File: config.mk
export PLATFORM = sky130hd
export DESIGN_NAME = sva_seq_driver_flat
export DESIGN_NICKNAME = d
export VERILOG_FILES = /design/src/rtl/sva_seq_driver_if.sv /design/src/rtl/sva_seq_driver.sv /design/src/flat_wrapper.sv
export SDC_FILE = /design/constraint.sdc
export NUM_CORES = 1
export LEC_CHECK = 0
export ABC_CLOCK_PERIOD_IN_PS = 10500
export BUFFER_PORTS_ARGS = -buffer_cell sky130_fd_sc_hd__buf_2
export CORE_ASPECT_RATIO = 1.4
export CORE_MARGIN = 4
export CORE_UTILIZATION = 65
export CTS_BUF_LIST = sky130_fd_sc_hd__clkbuf_8
export DETAILED_ROUTE_END_ITERATION = 7
export PLACE_DENSITY = 0.86
export SLEW_MARGIN = 15
export SYNTH_ARGS = -nofsm -noshare
export SYNTH_HDL_FRONTEND = slang
export SYNTH_SLANG_ARGS = --single-unit
File: constraint.sdc
create_clock -name gclk -period 10.5 [get_ports gclk]
set_input_delay 0.525 -clock gclk [delete_from_list [all_inputs] [get_ports gclk]]
set_output_delay 0.525 -clock gclk [all_outputs]
set_load 0.05 [all_outputs]
File: src/rtl/sva_seq_driver_if.sv
// sva_seq_driver_if: config, control and status bundle for sva_seq_driver.
// Fault-injection signals exist only when SEQ_DRV_INJECT_EN is defined.
interface sva_seq_driver_if #(
  parameter int SIG_W = 3,
  parameter int MAX_STEPS = 8,
  parameter int DLY_W = 4,
  parameter int REP_W = 8,
  parameter int IDX_W = $clog2(MAX_STEPS)
);
  logic cfg_we;
  logic [IDX_W-1:0] cfg_idx;
  logic [SIG_W-1:0] cfg_pat;
  logic [DLY_W-1:0] cfg_dly;
  logic [IDX_W:0] cfg_len;
  logic [REP_W-1:0] rep_cnt;
  logic [SIG_W-1:0] idle_pat;
  logic start;
  logic abort;
  logic [SIG_W-1:0] sig_out;
  logic busy;
  logic [IDX_W-1:0] step_idx;
  logic seq_done;
  logic all_done;
`ifdef SEQ_DRV_INJECT_EN
  logic inj_en;
  logic [IDX_W-1:0] inj_step;
  logic [SIG_W-1:0] inj_mask;
  logic exp_fail;
`endif
  modport master (
    output cfg_we, cfg_idx, cfg_pat, cfg_dly, cfg_len, rep_cnt, idle_pat, start, abort,
`ifdef SEQ_DRV_INJECT_EN
    output inj_en, inj_step, inj_mask,
    input exp_fail,
`endif
    input sig_out, busy, step_idx, seq_done, all_done
  );
  modport slave (
    input cfg_we, cfg_idx, cfg_pat, cfg_dly, cfg_len, rep_cnt, idle_pat, start, abort,
`ifdef SEQ_DRV_INJECT_EN
    input inj_en, inj_step, inj_mask,
    output exp_fail,
`endif
    output sig_out, busy, step_idx, seq_done, all_done
  );
endinterface

File: src/rtl/sva_seq_driver.sv
// sva_seq_driver: plays a table of patterns with per-step idle gaps onto sig_out, repeated rep_cnt+1 times.
// Optional SEQ_DRV_INJECT_EN: XOR-corrupts one step per pass and flags exp_fail.
module sva_seq_driver #(
  parameter int SIG_W = 3,
  parameter int MAX_STEPS = 8,
  parameter int DLY_W = 4,
  parameter int REP_W = 8,
  parameter int IDX_W = $clog2(MAX_STEPS)
) (
  input logic gclk,
  input logic grst,
  sva_seq_driver_if.slave bus
);
  typedef enum logic [1:0] {IDLE, RUN, DONE} st_t;
  st_t st;
  logic [SIG_W-1:0] pat_t [MAX_STEPS];
  logic [SIG_W-1:0] pat_v [MAX_STEPS];
  logic [DLY_W-1:0] dly_t [MAX_STEPS];
  logic [DLY_W-1:0] dly_v [MAX_STEPS];
  logic [DLY_W-1:0] cnt, cur_cnt;
  logic [IDX_W-1:0] step, nxt_step;
  logic [IDX_W:0] len_q, cur_len;
  logic [REP_W-1:0] pass, cur_pass;
  logic [SIG_W-1:0] inj_x, drv_pat;
  logic idle, go, last, wrap;
  assign idle = st == IDLE;
  assign go = !bus.abort && (idle ? bus.start && bus.cfg_len != '0 : st == RUN);
  // The accepting edge already times step 0, so a same-cycle write must be visible here
  always_comb begin
    pat_v = pat_t;
    dly_v = dly_t;
    if (idle && bus.cfg_we) begin
      pat_v[bus.cfg_idx] = bus.cfg_pat;
      dly_v[bus.cfg_idx] = bus.cfg_dly;
    end
  end
  assign cur_cnt = idle ? dly_v[0] : cnt;
  assign cur_len = idle ? bus.cfg_len : len_q;
  assign cur_pass = idle ? bus.rep_cnt : pass;
  assign last = {1'b0, step} == cur_len - (IDX_W+1)'(1);
  assign nxt_step = last ? '0 : step + IDX_W'(1);
  assign drv_pat = pat_v[step] ^ inj_x;
  assign bus.step_idx = step;
`ifdef SEQ_DRV_INJECT_EN
  logic inj_en_q, hit;
  logic [IDX_W-1:0] inj_step_q;
  logic [SIG_W-1:0] inj_mask_q;
  assign inj_x = (idle ? bus.inj_en && step == bus.inj_step : inj_en_q && step == inj_step_q)
               ? (idle ? bus.inj_mask : inj_mask_q) : '0;
  always_ff @(posedge gclk or posedge grst)
    if (grst) begin
      inj_en_q <= 1'b0;
      inj_step_q <= '0;
      inj_mask_q <= '0;
      hit <= 1'b0;
      bus.exp_fail <= 1'b0;
    end else begin
      hit <= go && cur_cnt == '0 && inj_x != '0;
      bus.exp_fail <= (idle || bus.abort) ? 1'b0 : bus.exp_fail | hit;
      if (idle && go) begin
        inj_en_q <= bus.inj_en;
        inj_step_q <= bus.inj_step;
        inj_mask_q <= bus.inj_mask;
      end
    end
`else
  assign inj_x = '0;
`endif
  always_ff @(posedge gclk or posedge grst)
    if (grst) begin
      st <= IDLE;
      bus.sig_out <= '0;
      bus.busy <= 1'b0;
      bus.seq_done <= 1'b0;
      bus.all_done <= 1'b0;
      step <= '0;
      cnt <= '0;
      len_q <= '0;
      pass <= '0;
      wrap <= 1'b0;
      for (int i = 0; i < MAX_STEPS; i++) begin
        pat_t[i] <= '0;
        dly_t[i] <= '0;
      end
    end else begin
      bus.sig_out <= bus.idle_pat;
      bus.seq_done <= st == RUN && wrap && !bus.abort;
      bus.all_done <= 1'b0;
      wrap <= 1'b0;
      if (idle && bus.cfg_we) begin
        pat_t[bus.cfg_idx] <= bus.cfg_pat;
        dly_t[bus.cfg_idx] <= bus.cfg_dly;
      end
      if (bus.abort || st != RUN) begin
        st <= IDLE;
        bus.busy <= 1'b0;
        step <= '0;
      end
      if (st == DONE && !bus.abort) begin
        bus.busy <= 1'b1;
        bus.seq_done <= 1'b1;
        bus.all_done <= 1'b1;
      end
      if (go) begin
        bus.busy <= 1'b1;
        st <= RUN;
        if (idle) begin
          len_q <= bus.cfg_len;
          pass <= bus.rep_cnt;
        end
        if (cur_cnt != '0)
          cnt <= cur_cnt - DLY_W'(1);
        else begin
          bus.sig_out <= drv_pat;
          step <= nxt_step;
          cnt <= dly_v[nxt_step];
          wrap <= last && cur_pass != '0;
          if (last && cur_pass != '0) pass <= cur_pass - REP_W'(1);
          if (last && cur_pass == '0) st <= DONE;
        end
      end
    end
endmodule
File: src/flat_wrapper.sv
// flat-port wrapper written by rule: the top's interface ports become plain ports
module sva_seq_driver_flat 
#(
  parameter int SIG_W = 3,
  parameter int MAX_STEPS = 8,
  parameter int DLY_W = 4,
  parameter int REP_W = 8,
  parameter int IDX_W = $clog2(MAX_STEPS)
)
  (gclk, grst, bus_cfg_we, bus_cfg_idx, bus_cfg_pat, bus_cfg_dly, bus_cfg_len, bus_rep_cnt, bus_idle_pat, bus_start, bus_abort, bus_sig_out, bus_busy, bus_step_idx, bus_seq_done, bus_all_done);
  sva_seq_driver_if #(.SIG_W(SIG_W), .MAX_STEPS(MAX_STEPS), .DLY_W(DLY_W), .REP_W(REP_W), .IDX_W(IDX_W)) bus_i ();
  input logic gclk;
  input logic grst;
  input wire logic [$bits(bus_i.cfg_we)-1:0] bus_cfg_we;
  input wire logic [$bits(bus_i.cfg_idx)-1:0] bus_cfg_idx;
  input wire logic [$bits(bus_i.cfg_pat)-1:0] bus_cfg_pat;
  input wire logic [$bits(bus_i.cfg_dly)-1:0] bus_cfg_dly;
  input wire logic [$bits(bus_i.cfg_len)-1:0] bus_cfg_len;
  input wire logic [$bits(bus_i.rep_cnt)-1:0] bus_rep_cnt;
  input wire logic [$bits(bus_i.idle_pat)-1:0] bus_idle_pat;
  input wire logic [$bits(bus_i.start)-1:0] bus_start;
  input wire logic [$bits(bus_i.abort)-1:0] bus_abort;
  output wire logic [$bits(bus_i.sig_out)-1:0] bus_sig_out;
  output wire logic [$bits(bus_i.busy)-1:0] bus_busy;
  output wire logic [$bits(bus_i.step_idx)-1:0] bus_step_idx;
  output wire logic [$bits(bus_i.seq_done)-1:0] bus_seq_done;
  output wire logic [$bits(bus_i.all_done)-1:0] bus_all_done;
  assign bus_i.cfg_we = bus_cfg_we;
  assign bus_i.cfg_idx = bus_cfg_idx;
  assign bus_i.cfg_pat = bus_cfg_pat;
  assign bus_i.cfg_dly = bus_cfg_dly;
  assign bus_i.cfg_len = bus_cfg_len;
  assign bus_i.rep_cnt = bus_rep_cnt;
  assign bus_i.idle_pat = bus_idle_pat;
  assign bus_i.start = bus_start;
  assign bus_i.abort = bus_abort;
  assign bus_sig_out = bus_i.sig_out;
  assign bus_busy = bus_i.busy;
  assign bus_step_idx = bus_i.step_idx;
  assign bus_seq_done = bus_i.seq_done;
  assign bus_all_done = bus_i.all_done;
  sva_seq_driver #(.SIG_W(SIG_W), .MAX_STEPS(MAX_STEPS), .DLY_W(DLY_W), .REP_W(REP_W), .IDX_W(IDX_W)) u_core (.gclk(gclk), .grst(grst), .bus(bus_i));
endmodule
==> results.sh <==
export IMPL_status="complete, no violations"
export IMPL_portBuffers=38
export IMPL_htree_levels=3
export IMPL_pwr_share_clk_pct=27.0
export IMPL_fin_crit_sh_pct=41.5
export IMPL_combPwrFrac_pct=25.8
export IMPL_skew_ns=0.00895
export IMPL_drtPass1Iterations=4
export IMPL_netlist_instances=399
export IMPL_crit_path_start_kind="flip-flop"
export IMPL_antenna_left=0
export IMPL_cts_root_buffer="clkbuf_8"
export IMPL_placed_cell_area_um2=4730
export IMPL_numCtsBuffers=9
export IMPL_maxSlewViolCount=0
export IMPL_num_vias=3380
export IMPL_p_int_mw=0.626
export IMPL_drt_total_wl_um=10300
export IMPL_ctsHoldBuffers=0
export IMPL_yosysSeqAreaShare_pct=47.0
export IMPL_grt_usage_pct=26.8
export IMPL_cp_data_arrival_time_ns=4.60
export IMPL_grt_pass1_wl_um=17200
export IMPL_setup_worst_path_class="reg2reg"
export IMPL_clkTransAtPathRegs_ns=0.09
export IMPL_synth_nets=434
export IMPL_setup_tns_ns=0
export IMPL_place_gp_congestion=0.883
export IMPL_synth_edff_count=0
export IMPL_initial_core_util_pct=67.1
export IMPL_setup_viol=0
export IMPL_cts_sinks=84
export IMPL_path_cells="nor4b_2, nand2_1, mux2_2, mux2i_1, ha_1, nand3_2, or4_1, or3_1, o311a_1, a2bb2oi_2"
export IMPL_fmax_ghz=0.230
export IMPL_crit_required_ns=10.74
export IMPL_max_slew_margin_pct=30.5
export IMPL_switching_power_mw=0.270
export IMPL_p_seq_share_pct=47.2
export IMPL_multi_input_area_um2=2290
export IMPL_crit_fanout=15
export IMPL_grt_pass1_vias=3541
export IMPL_hold_viol=0
export IMPL_antenna_found_initial=0
export IMPL_area_sequential_um2=2100
export IMPL_cts_resized=0
export IMPL_tightest_slew_ns=1.04
export IMPL_ys_flop_type="dfrtp_1"
export IMPL_synthArstFlopShare_pct=100
export IMPL_post_cts_setup_buffer_count=0
export IMPL_clockBufferDepth=2
export IMPL_tritoncts="built"
export IMPL_ys_top_cells_by_count="84 x dfrtp_1, 63 x mux2_2, 29 x nor2_1, 26 x nand2_1, 22 x o21ai_0"
export IMPL_grt_max_degree=85
export IMPL_grt_ovfl_total=0
export IMPL_hp_class="in2reg"
export IMPL_fin_nets=469
export IMPL_routedWlPerCell_um=19.4
export IMPL_swShare_pct=30.2
export IMPL_fill_cells=463
export IMPL_die_area_um2=8280
export IMPL_core_um2=6660
export IMPL_antennaDiodeCount=0
export IMPL_drc=0
export IMPL_synthToLayoutAreaGrowth_pct=10.6
export IMPL_yosysUniqueCellTypes=59
export IMPL_slowest_delay_ns=0.78
export IMPL_period_needed_ns=4.36
export IMPL_syn_mean_instance_area_um2=11.2
export IMPL_final_area_um2=4940
export IMPL_via_per_inst=6.37
export IMPL_die_w_um=78.1
export IMPL_crit_family="simple AND/OR/NAND/NOR gates"
export IMPL_rows=35
export IMPL_slowest_stage="or4_1"
export IMPL_yosysTopAreaCell="dfrtp_1"
export IMPL_ys_ff_latch=84
export IMPL_rsz0062_at_grt="false"
export IMPL_p_per_area_nw_per_um2=181
export IMPL_yosys_warnings=0
export IMPL_crit_path_end_kind="flip-flop"
export IMPL_syn_area_um2=4470
export IMPL_dp_hpwl_um=7310
export IMPL_path_buf_inv=0
export IMPL_yosysMostFrequentCell="dfrtp_1"
export IMPL_synth_area_leaders="dfrtp_1 47%, mux2_2 16%, mux2i_1 3.8%"
export IMPL_cellLeakagePower_nw=2.19
export IMPL_peakVddDrop_uv=142
export IMPL_dieHeight_um=106
export IMPL_insertion_delay_ns=0.36
export IMPL_netlist_area_leader_share_pct=47.0
export IMPL_drive_above_1_share_pct=32.6
export IMPL_ios=39
export IMPL_maxCapViolations=0
export IMPL_drt_iter0_markers=268
==> state kept, by name, indices dropped and copies added, names as in the netlist <==
signal	flops
u_core.dly_t	32
u_core.pat_t	24
u_core.cnt	4
u_core.pass	8
u_core.bus.all_done	1
u_core.bus.sig_out	3
u_core.wrap	1
u_core.len_q	4
u_core.bus.seq_done	1
u_core.bus.busy	1
u_core.bus.step_idx	3
u_core.st	2
==> power by group through the flow <==
| stage | Clock (mW) | Sequential, mW | Combinational, mW |
|---|---|---|---|
| 2_1_floorplan | 0 | 0.422 | 0.175 |
| 3_3_place_gp | 0 | 0.424 | 0.218 |
| 3_5_place_dp | 0 | 0.429 | 0.228 |
| 4_1_cts | 0.245 | 0.423 | 0.230 |
| 5_1_grt | 0.257 | 0.429 | 0.255 |
| 6_report | 0.242 | 0.423 | 0.231 |
==> per-layer routing <==
metal	global-route usage, %	up-vias	wire [um]
met5	0	-	0
met4	13.8	0	316
met3	3.47	23	585
met2	48.3	115	5510
met1	30.8	1679	3880
li1	-	1563	-
==> path summary, 6_finish.rpt <==
| check | start | to | slack (ns) | depth (start not counted) |
|---|---|---|---|---|
| max | u_core.st[1]$_DFFE_PP0P_ | u_core.pass[7]$_DFFE_PP0P_ | 6.14 | 10 |
| min | bus_abort | u_core.bus.all_done$_DFF_PP0_ | 0.39 | 2 |
| min reg2reg | u_core.wrap$_DFF_PP0_ | u_core.bus.seq_done$_DFF_PP0_ | 0.46 | 1 |
| min in group asynchronous | grst | u_core.dly_t[8]$_DFF_PP0_ | 0.48 | 3 |
| max in group asynchronous | grst | u_core.dly_t[29]$_DFF_PP0_ | 9.36 | 3 |
| max reg2reg | u_core.st[1]$_DFFE_PP0P_ | u_core.pass[7]$_DFFE_PP0P_ | 6.14 | 10 |
==> cell usage in the layout (no fill, tap or decap), drive strengths merged, types with 3 or more instances in the layout <==
cell	Yosys	routed
dfrtp	84	84
nor2	30	30
nand2	26	26
ha	5	5
inv	3	3
nor3b	3	3
mux4	6	6
and2	3	3
mux2i	17	17
nor3	15	15
or2	4	4
o22a	3	3
clkinv	0	4
o31ai	3	3
a21oi	14	14
nand3	12	12
a2bb2oi	3	3
or3	7	7
and3	5	5
a31oi	4	4
o221ai	3	3
mux2	63	63
clkbuf	12	11
o21ai	24	24
a31o	3	3
xnor2	3	3
buf	5	41
o22ai	5	5
==> worst reg2reg max path, cell delays in order, from the launching register on <==
cell and delay [ns]:
dfrtp_1 0.53, nor4b_2 0.61, nand2_1 0.33, mux2_2 0.38, mux2i_1 0.24, ha_1 0.27, nand3_2 0.21, or4_1 0.79
or3_1 0.45, o311a_1 0.31, a2bb2oi_2 0.13
==> area by class of cell <==
class | count | area share [%]
well taps | 92 | 2.33
multi-input cells | 295 | 46.3
clock buffers | 11 | 3.06
repair buffers | 41 | 4.30
clock inverters | 5 | 1.16
flip-flops and latches | 84 | 42.5
inverters | 3 | 0.253
==> through the flow <==
| step | total power [mW] | util [%] | instances | hold slack [ns] | worst slack, ns |
|---|---|---|---|---|---|
| 2_1_floorplan | 0.597 | - | 399 | 0.426 | 6.92 |
| 3_3_place_gp | 0.642 | 71.1 | 515 | 0.437 | 6.28 |
| 3_5_place_dp | 0.657 | 71.1 | 515 | 0.446 | 6.10 |
| 4_1_cts | 0.897 | 74.2 | 531 | 0.373 | 6.19 |
| 5_1_grt | 0.941 | 74.2 | 531 | 0.395 | 5.76 |
| 6_report | 0.896 | 74.2 | 531 | 0.387 | 6.14 |
==> kinds of logic (layout without fill, tap and decap cells) <==
family                   count (synthesis)  after routing  share of synthesized area (%)
adder cells (fa/ha/maj)                  5              5                           1.40
buffers and inverters                   20             60                           1.82
multiplexers                            86             86                           22.7
AND/OR/NAND/NOR                        119            119                           13.7
AO/OA/AOI/OAI                           80             80                           12.3
flip-flops                              84             84                           47.0
XOR/XNOR                                 5              5                          0.980
Note: power is estimated with default switching activity, not from simulation.
